**config.mk**
```make
export PLATFORM = sky130hd
export DESIGN_NAME = mult_iter_hs
export DESIGN_NICKNAME = d
export VERILOG_FILES = /design/src/rtl/mult_iter_hs.sv
export SDC_FILE = /design/constraint.sdc
export NUM_CORES = 1
export LEC_CHECK = 0
export ABC_AREA = 1
export BUFFER_PORTS_ARGS = -buffer_cell sky130_fd_sc_hd__buf_2
export CAP_MARGIN = 15
export CORE_MARGIN = 2
export CORE_UTILIZATION = 56
export DETAILED_ROUTE_END_ITERATION = 8
export PLACE_DENSITY = 0.78
export SLEW_MARGIN = 30
export SYNTH_ARGS = -nofsm -noshare
export SYNTH_HDL_FRONTEND = slang
export SYNTH_SLANG_ARGS = --single-unit
```
**constraint.sdc**
```tcl
create_clock -name CLK -period 3.75 [get_ports CLK]
set_input_delay 0.75 -clock CLK [delete_from_list [all_inputs] [get_ports CLK]]
set_output_delay 0.75 -clock CLK [all_outputs]
set_load 0.01 [all_outputs]
```
**src/rtl/mult_iter_hs.sv**
```systemverilog
// mult_iter_hs: iterative shift-add multiplier with valid/ready handshakes.
// Each CALC cycle retires K bits of the multiplier, so one product takes
// N = bw/K cycles. Operands are reduced to magnitudes on accept and the sign
// is reapplied on the final CALC edge.
// Optional feature (macro MULT_ITER_HS_ACC_EN): adds input acc_clr, sampled
// with the operands. With acc_clr = 0 the new product is added to the
// previous result, wrapping modulo 2^(2*bw).
module mult_iter_hs #(
  parameter int bw = 16,
  parameter int K  = 2
) (
  input  logic            CLK,
  input  logic            RESET,
  input  logic            in_valid,
  output logic            in_ready,
  input  logic [bw-1:0]   A,
  input  logic [bw-1:0]   B,
  input  logic            signed_mode,
`ifdef MULT_ITER_HS_ACC_EN
  input  logic            acc_clr,
`endif
  output logic            out_valid,
  input  logic            out_ready,
  output logic [2*bw-1:0] out,
  output logic            busy
);

  localparam int N  = bw / K;
  localparam int PW = 2 * bw;
  localparam int CW = (N > 1) ? $clog2(N) : 1;

  // K must split the multiplier into whole K-bit digits.
  if ((bw % K) != 0) begin : g_bad_k
    $error("mult_iter_hs: K must divide bw");
  end

  typedef enum logic [1:0] {
    IDLE = 2'd0,
    CALC = 2'd1,
    DONE = 2'd2
  } state_t;

  state_t          state_q;
  logic [PW-1:0]   mcand_q;     // |A|, shifted left by K each CALC edge
  logic [bw:0]     mplier_q;    // |B|, shifted right by K each CALC edge
  logic [PW-1:0]   acc_q;       // running magnitude of the product
  logic [CW-1:0]   cnt_q;
  logic            sign_q;
  logic [PW-1:0]   out_q;
  logic            out_valid_q;
  logic            in_ready_q;
  logic            busy_q;
`ifdef MULT_ITER_HS_ACC_EN
  logic            acc_clr_q;
`endif

  logic [PW-1:0]   term_d;
  logic [PW-1:0]   sum_d;
  logic [PW-1:0]   prod_d;
  logic [PW-1:0]   out_d;
  logic            last_d;

  // Magnitude of an operand in bw+1 bits so that -2^(bw-1) is representable.
  function automatic logic [bw:0] magnitude(input logic [bw-1:0] x, input logic sm);
    logic [bw:0] ext;
    ext = {sm & x[bw-1], x};
    if (ext[bw]) begin
      magnitude = ~ext + {{bw{1'b0}}, 1'b1};
    end else begin
      magnitude = ext;
    end
  endfunction

  // Datapath for one CALC step and the final signed (optionally accumulated) result.
  always_comb begin
    term_d = mcand_q * PW'(mplier_q[K-1:0]);
    sum_d  = acc_q + term_d;
    last_d = (cnt_q == CW'(N - 1));
    if (sign_q) begin
      prod_d = ~sum_d + PW'(1'b1);
    end else begin
      prod_d = sum_d;
    end
`ifdef MULT_ITER_HS_ACC_EN
    if (acc_clr_q) begin
      out_d = prod_d;
    end else begin
      out_d = out_q + prod_d;
    end
`else
    out_d = prod_d;
`endif
  end

  // Control FSM with registered handshake outputs and datapath registers.
  always_ff @(posedge CLK or posedge RESET) begin
    if (RESET) begin
      state_q     <= IDLE;
      mcand_q     <= '0;
      mplier_q    <= '0;
      acc_q       <= '0;
      cnt_q       <= '0;
      sign_q      <= 1'b0;
      out_q       <= '0;
      out_valid_q <= 1'b0;
      in_ready_q  <= 1'b1;
      busy_q      <= 1'b0;
`ifdef MULT_ITER_HS_ACC_EN
      acc_clr_q   <= 1'b1;
`endif
    end else begin
      case (state_q)
        IDLE: begin
          // in_ready is high throughout IDLE, so in_valid alone marks an accept.
          if (in_valid) begin
            mcand_q    <= PW'(magnitude(A, signed_mode));
            mplier_q   <= magnitude(B, signed_mode);
            sign_q     <= signed_mode & (A[bw-1] ^ B[bw-1]);
            acc_q      <= '0;
            cnt_q      <= '0;
`ifdef MULT_ITER_HS_ACC_EN
            acc_clr_q  <= acc_clr;
`endif
            in_ready_q <= 1'b0;
            busy_q     <= 1'b1;
            state_q    <= CALC;
          end else begin
            in_ready_q <= 1'b1;
            busy_q     <= 1'b0;
          end
        end
        CALC: begin
          acc_q    <= sum_d;
          mcand_q  <= mcand_q << K;
          mplier_q <= mplier_q >> K;
          cnt_q    <= cnt_q + CW'(1'b1);
          // Fixed latency: no early exit even if the multiplier runs out of ones.
          if (last_d) begin
            out_q       <= out_d;
            out_valid_q <= 1'b1;
            state_q     <= DONE;
          end else begin
            state_q     <= CALC;
          end
        end
        DONE: begin
          // Hold the result for as long as the consumer stalls.
          if (out_ready) begin
            out_valid_q <= 1'b0;
            in_ready_q  <= 1'b1;
            busy_q      <= 1'b0;
            state_q     <= IDLE;
          end else begin
            state_q     <= DONE;
          end
        end
        default: begin
          out_valid_q <= 1'b0;
          in_ready_q  <= 1'b1;
          busy_q      <= 1'b0;
          state_q     <= IDLE;
        end
      endcase
    end
  end

  assign in_ready  = in_ready_q;
  assign out_valid = out_valid_q;
  assign out       = out_q;
  assign busy      = busy_q;

endmodule

```
==> results.toml <==
[sta]
hold_viol = 0
setup_viol = 0
fin_ws_ns = 0.0886
slew_headroom = 0.365
fmax_mhz = 273
period_share = 0.976
final_max_slew_viol_count = 0
min_period_ns = 3.66
skew_ns = 0.00830
worst_pin_slew_ns = 0.952
rsz0062_at_grt = "yes"

[drt]
ant_nets = 0
route.detailed.drc = 0
vias = 9785
first_pass_iters = 5
wire_per_inst_um = 16.0
drt_iter0_drc = 879
finalWirelength_um = 28300
via_per_inst = 5.53

[clock_tree]
cts.sinks = 122
clock_latency_ns = 0.43
htreeDepth = 4
root_buffer = "clkbuf_16"
cts_made_buffers = 17
cts_tree = "built"
clk_pin_slew_ns = 0.06
cts_buffer_depth = 2
postCtsHoldBufs = 0

[die]
num_rows = 48
fp.dieW_um = 136
dieHeight_um = 136
dieArea_mm2 = 0.0186
io_pins = 72
coreArea_mm2 = 0.0172
start_util = 0.571

[global_route]
grt_max_degree = 53
grt_pass1_wl_um = 45500
grt_overflow = 0
grt_pass1_vias = 9174
grt_usage = 0.315
antenna_found_initial = 0

[setup_path]
cp-endpoint = "out[25]$_DFFE_PP0P_"
path_buf_inv = 2
slowest_delay_ns = 0.52
cp-end-kind = "register"
rrSetupSlack_ns = 0.09
path_cells = "buf_12, nand2_1, fa_1, inv_1, ha_1, fa_2, nand2_1, nand2_1, nand3_2, nand2_2, nand2_1, nand2_1, nor2_2, nand2_2, nor2_4, nand3_4, nor2_4, nand2_2, nand2_2, nand2_1, nand3_1, nand2_1"
crit_type = "reg2reg"
critPathLaunch = "mplier_q[1]$_DFFE_PP0P_"
r2r_cells = 22
critPathMaxFanout = 20
path_delay_family = "simple AND/OR/NAND/NOR gates"
startpoint_type = "register"
path_depth = 22
timing.rr.end = "out[25]$_DFFE_PP0P_"
crit_required_ns = 4.06
r2r_start = "mplier_q[1]$_DFFE_PP0P_"
worstPathArrival_ns = 3.97
critPathMostFrequentCell = "nand2_1"
crit_path_top_delay_cell = "fa_1"

[placed_design]
hpwlAfterDp_um = 21100
pre_cts_ws_ns = 0.0755
placed_cell_area_mm2 = 0.0105
place_congestion = 0.972
port-buffer-count = 71

[synthesis]
yosysWarnings = 0
synth_seq_cells = 122
syn_area_mm2 = 0.00980
synth_nets = 1553
synth_cell_types = 41
yosysSeqAreaShare = 0.312
syn_area_per_cell_um2 = 6.77
synth_cells = 1449

[final_layout]
antenna_cells = 0
areaGrowthSynthToFinish_pct = 15.9
nFillCells = 1497
final_common_cell = "nand2_1"
final_area_mm2 = 0.0114
fin_util = 0.661
final_cell_mix = "nand2_1, inv_1, dfrtp_1"
layout-drive-gt1-share = 0.149
finalNetCount = 1637

[outcome]
status = "completed"

[min_path]
holdCritPathClass = "in2async"

[job]
cap_viol_max_count = 0
==> synth_stat cells <==
| cell type | number | area, um2 |
|---|---|---|
| inv_1 | 262 | 983 |
| or2_1 | 1 | 6.26 |
| xor2_1 | 28 | 245 |
| o21ai_0 | 67 | 335 |
| clkinv_1 | 2 | 7.51 |
| nand3b_1 | 3 | 22.5 |
| nand4_1 | 18 | 113 |
| fa_1 | 31 | 621 |
| o21bai_1 | 1 | 7.51 |
| o21ai_2 | 1 | 8.76 |
| dfrtp_1 | 121 | 3030 |
| nand2_1 | 487 | 1830 |
| clkbuf_1 | 32 | 120 |
| nor3_1 | 12 | 60.1 |
| a21oi_2 | 1 | 8.76 |
| o22ai_1 | 43 | 269 |
| nor2_1 | 82 | 308 |
| o21ai_1 | 2 | 10.0 |
| a31oi_1 | 2 | 12.5 |
| a21o_1 | 3 | 22.5 |
| dfstp_2 | 1 | 26.3 |
| nand2_2 | 18 | 113 |
| ha_1 | 36 | 450 |
| nor2_2 | 6 | 37.5 |
| buf_1 | 2 | 7.51 |
| nand3_4 | 1 | 17.5 |
| and2_1 | 5 | 31.3 |
| buf_2 | 2 | 10.0 |
| a21oi_1 | 25 | 125 |
| inv_2 | 6 | 22.5 |
| a22oi_1 | 28 | 210 |
| o31ai_1 | 1 | 7.51 |
| nor2_4 | 6 | 67.6 |
| nand3_1 | 88 | 440 |
| and3_1 | 1 | 6.26 |
| or3_1 | 1 | 6.26 |
| nand3_2 | 9 | 90.1 |
| a22o_1 | 2 | 17.5 |
| nor4_1 | 1 | 6.26 |
| o211ai_1 | 1 | 7.51 |
| xnor2_1 | 10 | 87.6 |
==> state kept, by name (all words and copies together) (netlist names) <==
name	flops
in_ready	1
out_valid	1
mplier_q	17
out	32
mcand_q	32
acc_q	32
state_q	2
sign_q	1
cnt_q	3
busy	1
==> per-stage QoR <==
step                TNS [ns]  hold slack, ns  cells
finish                     0           0.300   1771
global route          -0.645           0.314   1771
CTS                        0           0.469   1762
detailed placement         0           0.457   1730
global placement           0           0.454   1730
floorplan                  0           0.437   1449
==> repair_timing <==
item | in CTS | in global routing
gates resized for setup | 0 | 50
buffers inserted | 0 | 8
setup endpoints to repair | 0 | 21
==> final cells by class <==
cell class	count	area [um2]	share of cell area
clock buffers	20	467	0.0411
clock inverters	12	161	0.0142
inverters	270	1020	0.0895
multi-input cells	1021	5750	0.506
flip-flops and latches	122	3060	0.269
well taps	225	282	0.0248
repair buffers	101	631	0.0555
==> kinds of logic (layout without fill, tap and decap cells) <==
logic type / count (synthesis) / in the layout / synth area share
XOR/XNOR: 38 / 38 / 0.0339
flip-flops: 122 / 122 / 0.312
AO/OA/AOI/OAI: 177 / 177 / 0.106
AND/OR/NAND/NOR: 739 / 739 / 0.322
adder cells (fa/ha/maj): 67 / 67 / 0.109
buffers and inverters: 306 / 403 / 0.117
==> worst min path at each step <==
stage                              from                  endpoint  slack [ns]  depth (start not counted)
2_1_floorplan  mplier_q[16]$_DFFE_PP0P_  mplier_q[16]$_DFFE_PP0P_        0.44                          2
3_3_place_gp   mplier_q[16]$_DFFE_PP0P_  mplier_q[16]$_DFFE_PP0P_        0.45                          2
3_5_place_dp   mplier_q[16]$_DFFE_PP0P_  mplier_q[16]$_DFFE_PP0P_        0.46                          2
4_1_cts            in_ready$_DFFE_PP1P_      in_ready$_DFFE_PP1P_        0.47                          2
5_1_grt                           RESET    mcand_q[2]$_DFFE_PP0P_        0.31                          2
6_report                          RESET    mcand_q[2]$_DFFE_PP0P_        0.30                          2
==> per-layer routing <==
layer / up-vias / wire length, um / track usage / share of wire
li1: 4709 / - / - / -
met1: 4570 / 12500 / 0.446 / 0.44
met2: 448 / 12600 / 0.484 / 0.45
met3: 58 / 2600 / 0.0720 / 0.092
met4: 0 / 582 / 0.0932 / 0.021
met5: - / 0 / 0 / 0
Power is not shown: default switching activity piles up to over one toggle a cycle in this logic, so the estimate is an artifact.
